**config.mk**
```make
export PLATFORM = sky130hd
export DESIGN_NAME = seg_scan_temp
export DESIGN_NICKNAME = d
export VERILOG_FILES = /design/src/rtl/seg_pkg.sv /design/src/rtl/temp_bcd_conv.sv /design/src/rtl/seg_scan_temp.sv
export SDC_FILE = /design/constraint.sdc
export NUM_CORES = 1
export LEC_CHECK = 0
export ABC_AREA = 1
export CAP_MARGIN = 20
export CORE_MARGIN = 2
export CORE_UTILIZATION = 40
export CTS_BUF_LIST = sky130_fd_sc_hd__clkbuf_2 sky130_fd_sc_hd__clkbuf_4 sky130_fd_sc_hd__clkbuf_8
export CTS_CLUSTER_DIAMETER = 120
export CTS_CLUSTER_SIZE = 14
export DETAILED_ROUTE_END_ITERATION = 16
export PLACE_DENSITY_LB_ADDON = 0.2
export SLEW_MARGIN = 20
export SYNTH_ARGS = -nofsm -noshare
export SYNTH_HDL_FRONTEND = slang
export SYNTH_SLANG_ARGS = --single-unit
```
**constraint.sdc**
```tcl
create_clock -name clk -period 2.2 [get_ports clk]
set_clock_uncertainty 0.2 [all_clocks]
set_input_delay 0.33 -clock clk [delete_from_list [all_inputs] [get_ports clk]]
set_output_delay 0.33 -clock clk [all_outputs]
set_load 0.005 [all_outputs]
```
**src/rtl/seg_pkg.sv**
```systemverilog
// Shared types and glyph table for the temperature scan display.
package seg_pkg;
  typedef enum logic [1:0] {IDLE, CONV, COMMIT} state_t;
  typedef enum logic [3:0] {D0, D1, D2, D3, D4, D5, D6, D7, D8, D9, MINUS, BLANK} digit_t;

  localparam int CONV_STEPS = 10;

  localparam logic [6:0] GLYPH_0     = 7'h3F;
  localparam logic [6:0] GLYPH_1     = 7'h06;
  localparam logic [6:0] GLYPH_2     = 7'h5B;
  localparam logic [6:0] GLYPH_3     = 7'h4F;
  localparam logic [6:0] GLYPH_4     = 7'h66;
  localparam logic [6:0] GLYPH_5     = 7'h6D;
  localparam logic [6:0] GLYPH_6     = 7'h7D;
  localparam logic [6:0] GLYPH_7     = 7'h07;
  localparam logic [6:0] GLYPH_8     = 7'h7F;
  localparam logic [6:0] GLYPH_9     = 7'h6F;
  localparam logic [6:0] GLYPH_MINUS = 7'h40;
  localparam logic [6:0] GLYPH_BLANK = 7'h00;

  function automatic logic [6:0] glyph(input logic [3:0] d);
    case (d)
      D0:      return GLYPH_0;
      D1:      return GLYPH_1;
      D2:      return GLYPH_2;
      D3:      return GLYPH_3;
      D4:      return GLYPH_4;
      D5:      return GLYPH_5;
      D6:      return GLYPH_6;
      D7:      return GLYPH_7;
      D8:      return GLYPH_8;
      D9:      return GLYPH_9;
      MINUS:   return GLYPH_MINUS;
      default: return GLYPH_BLANK;
    endcase
  endfunction
endpackage

```
**src/rtl/temp_bcd_conv.sv**
```systemverilog
// Sign/magnitude split of an LM75A reading, then serial shift-add-3 of the
// integer and fractional parts side by side, one bit per cycle.
module temp_bcd_conv
  import seg_pkg::*;
(
  input  logic            clk,
  input  logic            rst_n,
  input  logic            start_i,
  input  logic [10:0]     value_i,
  output logic [2:0][3:0] int_bcd_o,
  output logic [2:0][3:0] frac_bcd_o,
  output logic            neg_o,
  output logic            done_o
);
  logic [21:0] int_q, frac_q;
  logic [3:0]  cnt_q;
  logic        busy_q, neg_q;
  logic [10:0] mag;

  // {3 BCD digits, 10-bit binary}: correct digits >= 5, then shift left
  function automatic logic [21:0] dd_step(input logic [21:0] x);
    logic [21:0] y;
    y = x;
    for (int k = 0; k < 3; k++)
      if (y[10+4*k +: 4] >= 4'd5) y[10+4*k +: 4] = y[10+4*k +: 4] + 4'd3;
    return {y[20:0], 1'b0};
  endfunction

  assign mag = value_i[10] ? (~value_i + 11'd1) : value_i;

  always_ff @(posedge clk or negedge rst_n) begin
    if (!rst_n) begin
      int_q  <= '0;
      frac_q <= '0;
      cnt_q  <= '0;
      busy_q <= 1'b0;
      neg_q  <= 1'b0;
    end else if (start_i) begin
      int_q  <= {14'd0, mag[10:3]};
      frac_q <= {12'd0, 10'(mag[2:0]) * 10'd125};
      cnt_q  <= '0;
      busy_q <= 1'b1;
      neg_q  <= value_i[10];
    end else if (busy_q) begin
      int_q  <= dd_step(int_q);
      frac_q <= dd_step(frac_q);
      cnt_q  <= cnt_q + 4'd1;
      if (cnt_q == 4'(CONV_STEPS - 1)) busy_q <= 1'b0;
    end
  end

  // high during the cycle whose closing edge performs the last shift
  assign done_o     = busy_q && (cnt_q == 4'(CONV_STEPS - 1));
  assign int_bcd_o  = int_q[21:10];
  assign frac_bcd_o = frac_q[21:10];
  assign neg_o      = neg_q;
endmodule

```
**src/rtl/seg_scan_temp.sv**
```systemverilog
// LM75A temperature to multiplexed 7-segment display: converter FSM, digit
// layout, scan prescaler with brightness PWM, and registered glyph outputs.
module seg_scan_temp
  import seg_pkg::*;
#(
  parameter int N_DIGITS       = 4,
  parameter int FRAC_DIGITS    = 1,
  parameter int SCAN_DIV       = 50000,
  parameter bit SEG_ACTIVE_LOW = 1'b1,
  parameter bit CS_ACTIVE_LOW  = 1'b1
) (
  input  logic                clk,
  input  logic                rst_n,
  input  logic [15:0]         data,
  input  logic                data_valid,
  input  logic [2:0]          bright,
  output logic                data_ready,
  output logic [7:0]          seg,
  output logic [N_DIGITS-1:0] cs
);
  localparam int PW        = $clog2(SCAN_DIV);
  localparam int IW        = $clog2(N_DIGITS);
  localparam int INT_SLOTS = N_DIGITS - FRAC_DIGITS;
  localparam logic [7:0]          SEG_OFF = SEG_ACTIVE_LOW ? 8'hFF : 8'h00;
  localparam logic [N_DIGITS-1:0] CS_OFF  = CS_ACTIVE_LOW ? {N_DIGITS{1'b1}} : {N_DIGITS{1'b0}};

  state_t                     state_q;
  logic                       accept, conv_done, conv_neg;
  logic [2:0][3:0]            int_bcd, frac_bcd;
  logic [N_DIGITS-1:0][3:0]   disp_q, disp_d;
  logic                       ovf_q, ovf_d, dvld_q;
  logic [7:0][3:0]            ip, fp;
  int                         nint;
  logic [PW-1:0]              presc_q;
  logic [IW-1:0]              idx_q;
  logic [7:0]                 seg_q, pat;
  logic [N_DIGITS-1:0]        cs_q, sel;
  logic [35:0]                pw_lhs, pw_rhs;
  logic                       unused_data;

  assign unused_data = ^data[4:0];
  assign accept      = data_valid && (state_q == IDLE);
  assign data_ready  = (state_q == IDLE);

  temp_bcd_conv u_conv (
    .clk        (clk),
    .rst_n      (rst_n),
    .start_i    (accept),
    .value_i    (data[15:5]),
    .int_bcd_o  (int_bcd),
    .frac_bcd_o (frac_bcd),
    .neg_o      (conv_neg),
    .done_o     (conv_done)
  );

  // Layout: fraction MSDs on the right, blanked integer, sign left of it
  always_comb begin
    ip      = '0;
    fp      = '0;
    ip[2:0] = int_bcd;
    fp[2:0] = frac_bcd;
    disp_d  = '0;
    nint    = (int_bcd[2] != 4'd0) ? 3 : (int_bcd[1] != 4'd0) ? 2 : 1;
    ovf_d   = (nint + int'(conv_neg)) > INT_SLOTS;
    for (int p = 0; p < N_DIGITS; p++) begin
      if (ovf_d)                                   disp_d[p] = MINUS;
      else if (p < FRAC_DIGITS)                    disp_d[p] = fp[3'(3 - FRAC_DIGITS + p)];
      else if (p - FRAC_DIGITS < nint)             disp_d[p] = ip[3'(p - FRAC_DIGITS)];
      else if (conv_neg && p - FRAC_DIGITS == nint) disp_d[p] = MINUS;
      else                                         disp_d[p] = BLANK;
    end
  end

  always_ff @(posedge clk or negedge rst_n) begin
    if (!rst_n) begin
      state_q <= IDLE;
      disp_q  <= {N_DIGITS{BLANK}};
      ovf_q   <= 1'b0;
      dvld_q  <= 1'b0;
    end else begin
      case (state_q)
        IDLE:    if (accept) state_q <= CONV;
        CONV:    if (conv_done) state_q <= COMMIT;
        COMMIT: begin
          state_q <= IDLE;
          disp_q  <= disp_d;
          ovf_q   <= ovf_d;
          dvld_q  <= 1'b1;
        end
        default: state_q <= IDLE;
      endcase
    end
  end

  // PWM compare widened so (bright+1)*SCAN_DIV never wraps
  assign pw_lhs = 36'(presc_q) << 3;
  assign pw_rhs = (36'(bright) + 36'd1) * 36'(SCAN_DIV);
  assign sel    = {{(N_DIGITS-1){1'b0}}, 1'b1} << idx_q;

  always_comb begin
    pat = 8'h00;
    if (dvld_q) pat = {~ovf_q && (idx_q == IW'(FRAC_DIGITS)), glyph(disp_q[idx_q])};
  end

  always_ff @(posedge clk or negedge rst_n) begin
    if (!rst_n) begin
      presc_q <= '0;
      idx_q   <= '0;
      seg_q   <= SEG_OFF;
      cs_q    <= CS_OFF;
    end else begin
      if (presc_q == PW'(SCAN_DIV - 1)) begin
        presc_q <= '0;
        idx_q   <= (idx_q == IW'(N_DIGITS - 1)) ? '0 : idx_q + 1'b1;
      end else begin
        presc_q <= presc_q + 1'b1;
      end
      seg_q <= SEG_ACTIVE_LOW ? ~pat : pat;
      cs_q  <= (dvld_q && (pw_lhs < pw_rhs)) ? (CS_ACTIVE_LOW ? ~sel : sel) : CS_OFF;
    end
  end

  assign seg = seg_q;
  assign cs  = cs_q;
endmodule
```
## Word level (Yosys, flattened, before mapping)

Memory sizes are Yosys's and may differ from the RTL's.
Cells that the tools add are included.
W data, S select, Z words.

- Register bits after elaboration: 100
- Latch bits: 0
- Memory bits (writable): 0
- Bits in read-only memories: 112
- Output and inout bits: 13
- Memories: 1

Memory list:

| name | words | bits a word | read ports | clocked after Yosys merged registers in | wr ports | line | text |
|---|---|---|---|---|---|---|---|
| (no name shown) | 16 | 7 | 1 | 0 | 0 | seg_pkg.sv:22 | `case (d)` |

- Add/sub/neg operators: 12
- Multiply operators: 2
- Div/mod/pow operators: 0
- $lt $le $gt $ge: 12
- Equality and inequality tests: 10
- Shifts and indexed selects: 1
- Muxes and demuxes: 37
- Bitwise operators: 4
- Reductions and logical operators: 13

Operators by type and width:

| kind | number |
|---|---|
| $mux W22 | 4 |
| $mux W4 | 15 |
| $logic_not A32 Y1 | 1 |
| $ge A4 B3 Y1 const B | 6 |
| $lt A19 B20 Y1 | 1 |
| $add A16 B1 Y16 const B | 1 |
| $add A4 B2 Y4 const B | 4 |
| $eq A16 B16 Y1 const B | 1 |
| $mul A4 B12 Y16 const B | 1 |
| $mux W16 | 1 |
| $add A11 B1 Y11 const B | 1 |
| $mux W11 | 1 |
| $not A11 Y11 | 1 |
| $mul A3 B7 Y10 const B | 1 |
| $mux W2 | 5 |
| $bmux W4 S2 | 1 |
| $mux W8 | 1 |
| $not A8 Y8 | 1 |
| $reduce_bool A4 Y1 | 2 |
| $logic_and A1 B1 Y1 | 7 |
| $add A3 B2 Y3 const B | 2 |
| $mux W1 | 6 |
| $mux W3 | 2 |
| $add A3 B1 Y4 const B | 1 |
| other kinds (21) | 24 |

## Depth between registers and ports, before layout

- Depth in word-level cells: 8
- Gate-level depth with buffers: 22
- Depth with buffers taken out: 22

## By module

Synthesis repeated with hierarchy kept, for this count alone.

- Cell total of the unflattened synthesis: 784
- Area, all modules: 6,434.9 µm²

Modules (own cells, without submodules):

| module | instances | cells each | area an instance (µm²) | sequential area each (µm²) |
|---|---|---|---|---|
| seg_scan_temp | 1 | 389 | 3,266.9 | 1,281.2 |
| temp_bcd_conv | 1 | 395 | 3,168.0 | 1,251.2 |

## Least setup slack after synthesis

OpenSTA, ideal clock, no wires.

- Path type: in2reg
- Start point: in bright[0]
- End point: reg cs_q[0], in the netlist cs[0]
- Data arrival time: 3.090 ns
- Data required time: 1.910 ns
- Slack: -1.180 ns
- Stages on the path: 15
- Path buffers: 0
- Cell sequence: inv_1 ha_1 ha_1 ha_1 ha_1 a21oi_1 o21ai_0 a21oi_1 o21ai_0 xor2_1 ha_1 a21oi_1 o21ai_0 nand4_1 nand4_1

- Longest elaborated chain between the ends: 5

Ends and longest elaborated chain:

| what | line | text |
|---|---|---|
| start, declared | seg_scan_temp.sv:16 | `input logic [2:0] bright,` |
| $add A3 B1 Y4 | seg_scan_temp.sv:97 | `assign pw_rhs = (36'(bright) + 36'd1) * 36'(SCAN_DIV);` |
| $mul A4 B12 Y16 | seg_scan_temp.sv:97 |  |
| $lt A19 B20 Y1 | seg_scan_temp.sv:119 | `cs_q <= (dvld_q && (pw_lhs < pw_rhs)) ? (CS_ACTIVE_LOW ? ~sel : sel) : CS_OFF;` |
| $logic_and A1 B1 Y1 | seg_scan_temp.sv:119 |  |
| $mux W4 | seg_scan_temp.sv:119 |  |
| end signal, assigned | seg_scan_temp.sv:119 |  |
| end, declared | seg_scan_temp.sv:37 | `logic [N_DIGITS-1:0] cs_q, sel;` |

Every way passes these cells.
A chain may end at the register's enable or synchronous reset.

## Worst setup path in the final report

- Start point: in bright[0]
- End point: reg cs_q[3], in the netlist cs[3]

Same word-level chain as after synthesis.

==> results.md <==
- Hold_sp: data[5]
- Num rows: 45
- Post-synthesis async set-or-reset flop share: 1.000
- Dpl cells: 1012
- R2r endpoint: seg[6]
- Mapped Cells: 745
- Hold WC Path Type: in2reg
- Final period util: 1.285
- Hold path cells: 4
- Yosys top cell area share: 0.3061
- Initial antenna violation count: 0
- Pwr dens: 949.4 nW/um2
- Startpoint Class: input port
- Yosys warnings: 0
- First-pass GRT wire length: 23160 um
- Starting Density: 0.4086
- Total CTS buffers: 9
- Peak supply drop: 504.2 uV
- DR iter-0 viols: 303
- Port Buffer Count: 29
- Final #Nets: 932
- Top Family by Delay on Critical Path: adder cells
- Core area: 15200 um2
- Max-cap violations: 0
- Crit path max-delay cell type: ha_4
- GP Congestion: 0.8498
- Area Growth Syn to Fin: 26.61%
- Drt wl/cell: 12.71 um
- Post-Syn Area: 6212 um2
- Final setup violation count: 9
- Worst path bufs/invs: 4
- Die width: 128.6 um
- Crit-path cells: buf_8, ha_4, inv_2, nand2_2, nand2_4, ha_4, inv_2, ha_4, ha_4, inv_2, o21bai_1, a21oi_1, nor3_1, a31oi_1, nand2_1, nand2_1, nand2_2, ha_4, nand3_2, nor2_2, nor2_2, nand4_1
- WS Path Type: in2reg
- Worst r2r src: idx_q[0]
- CTS max path bufs: 2
- Worst-margin pin slew: 0.5037 ns
- Total track usage: 0.1715
- Top-count cell post-synth: inv_1
- Main synth FF type: dfrtp_1
- Synthesized net count: 834
- Achievable Freq: 353.6 MHz
- Worst EP required: 2.30 ns
- R2R depth: 7
- CP most frequent cell: ha_4
- Sink Count: 100
- Die footprint: 16540 um2
- Pin count of the biggest net entering global routing: 56
- Status: finished, violations left
- DRC: 0
- I/O pin count: 35
- CP Data Arrival Time: 2.93 ns
- Setup ws final: -0.6278 ns
- RSZ-0062 raised after global routing: true
- Final Critical Period: 2.828 ns
- Slowest cell delay on critical path: 0.27 ns
- Clk_lat worst skew: 0.38 ns
- Root Buffer: clkbuf_8
- Synthesized area per cell: 8.339 um2
- Post-synth top area cell: dfrtp_1
- CTS tree: yes
- Area of the multi-input gates: 3436 um2
- Yosys cell types: 48
- Reg2reg setup slack: 0.15 ns
- Top post-synthesis cells by area: dfrtp_1 31%, ha_1 13%, dfstp_2 10%
- Iteration count of the initial detailed-routing pass: 4
- Hold worst-path end: u_conv.frac_q[0]
- Yosys reg bits: 100
- Vias in the first global route: 5246
- Share of cells above drive strength 1: 0.2288
- Global route overflow: 0
- Rel. slew slack: 0.6617
- Routed Wire Length: 13170 um
- Antenna-violating nets left: 0
- Failing checks: setup timing
- Detailed Place HPWL: 9984 um
- Pleak: 3.763 nW
- H-tree depth: 3
- Fillcell total: 1399
- Crit path max fanout: 4
- Slew Viols, Final: 0
- Most instantiated cells after synthesis: 130 x inv_1, 123 x nand2_1, 76 x dfrtp_1, 63 x ha_1, 61 x o21ai_0
- Antenna cells: 0
- Part of the Yosys area used for sequential elements: 0.4077
- Via count: 5158
- Clk pin slew, worst setup/hold paths: 0.09 ns
- FF/Latch Area: 2532 um2
- Crit. End Element: flip-flop
- Routed vias/inst: 4.979
- Die Y-Extent: 128.6 um
- Final hold violation count: 0
- Setup TNS: -3.134 ns
- Final cell count without fillers: 1036
- Post-synth EDFFs: 0
==> stage by stage <==
| step | utilization | setup WS [ns] | power (W) | cell area (um2) | hold slack, ns |
|---|---|---|---|---|---|
| 2_1_floorplan | - | -0.8473 | 0.005066 | 6427 | -0.1656 |
| 3_3_place_gp | 0.4872 | -1.519 | 0.005929 | 7406 | 0.02360 |
| 4_1_cts | 0.5101 | -0.6508 | 0.007456 | 7755 | 0.1172 |
| 6_report | 0.5174 | -0.6278 | 0.007467 | 7865 | 0.1314 |
| 3_5_place_dp | 0.4872 | -1.666 | 0.006079 | 7406 | 0.02788 |
| 5_1_grt | 0.5174 | -0.8397 | 0.008180 | 7865 | 0.1294 |
==> sequential cells by signal (all words and copies together) (netlist names), 2 cells and up <==
register and cells:
state_q 2, u_conv.int_q 22, disp_q 16, presc_q 16, u_conv.frac_q 22, cs 4, seg 8, u_conv.cnt_q 4
idx_q 2
==> placed cells by master, fill, tap and decap left out, types with 12 or more instances in the layout <==
cell type          n
dfrtp_1           76
nor2_1            53
clkdlybuf4s50_1   21
buf_4             65
ha_1              49
ha_4              12
o22ai_1           17
nand2_1          119
a21oi_1           25
o21ai_0           54
nand3_1           38
nand4_1           12
dfstp_2           24
inv_1            121
==> worst reg2reg max path: cells and delay by family, from the launching register on <==
family          cells  cell delay, ns
compound gates      3            0.59
fa+ha+maj           1            0.21
buf+inv             2            0.24
flops               1            0.65
simple gates        1            0.09
==> worst max-delay path by stage <==
stage                         start  endpoint  cells past startpoint
after detailed placement  bright[0]     cs[2]                     22
after global placement    bright[0]     cs[3]                     22
after floorplan           bright[0]     cs[0]                     15
final                     bright[0]     cs[3]                     22
after global routing      bright[0]     cs[3]                     22
after CTS                 bright[0]     cs[2]                     16
==> where the power goes <==
part	internal, W	total, W	switching, W
sequential	0.00250	0.00278	0.000281
clock	0.000672	0.00131	0.000642
combinational	0.00138	0.00337	0.00199
total	0.00455	0.00747	0.00292
==> final cells by class <==
type	instances	share of cell area
inverters	136	0.06952
flip-flops and latches	100	0.3220
well taps	188	0.02991
clock inverters	5	0.01082
multi-input cells	497	0.4368
clock buffers	11	0.01766
repair buffers	99	0.1133
==> logic make-up after synthesis <==
group | after synthesis | share of synthesized area
flops | 100 | 0.4077
buf+inv | 148 | 0.09164
xor+xnor | 17 | 0.02639
fa+ha+maj | 67 | 0.1398
simple gates | 260 | 0.1873
compound gates | 153 | 0.1472
==> layer usage <==
metal	vias up	wire length, um	global-route usage
li1	2658	-	-
met1	2416	6060	0.2160
met2	64	6489	0.2982
met3	20	331	0.02370
met4	0	284	0.06969
met5	-	0	0
==> timing repair <==
item | CTS | global route
cloned | 0 | 0
setup endpoints to repair | 10 | 11
endpoints found under the hold margin | 83 | 0
hold buffers | 1 | 0
buffers inserted | 4 | 3
resized for setup | 53 | 23
pin swaps | 28 | 25
(Power assumes the default switching activity.)
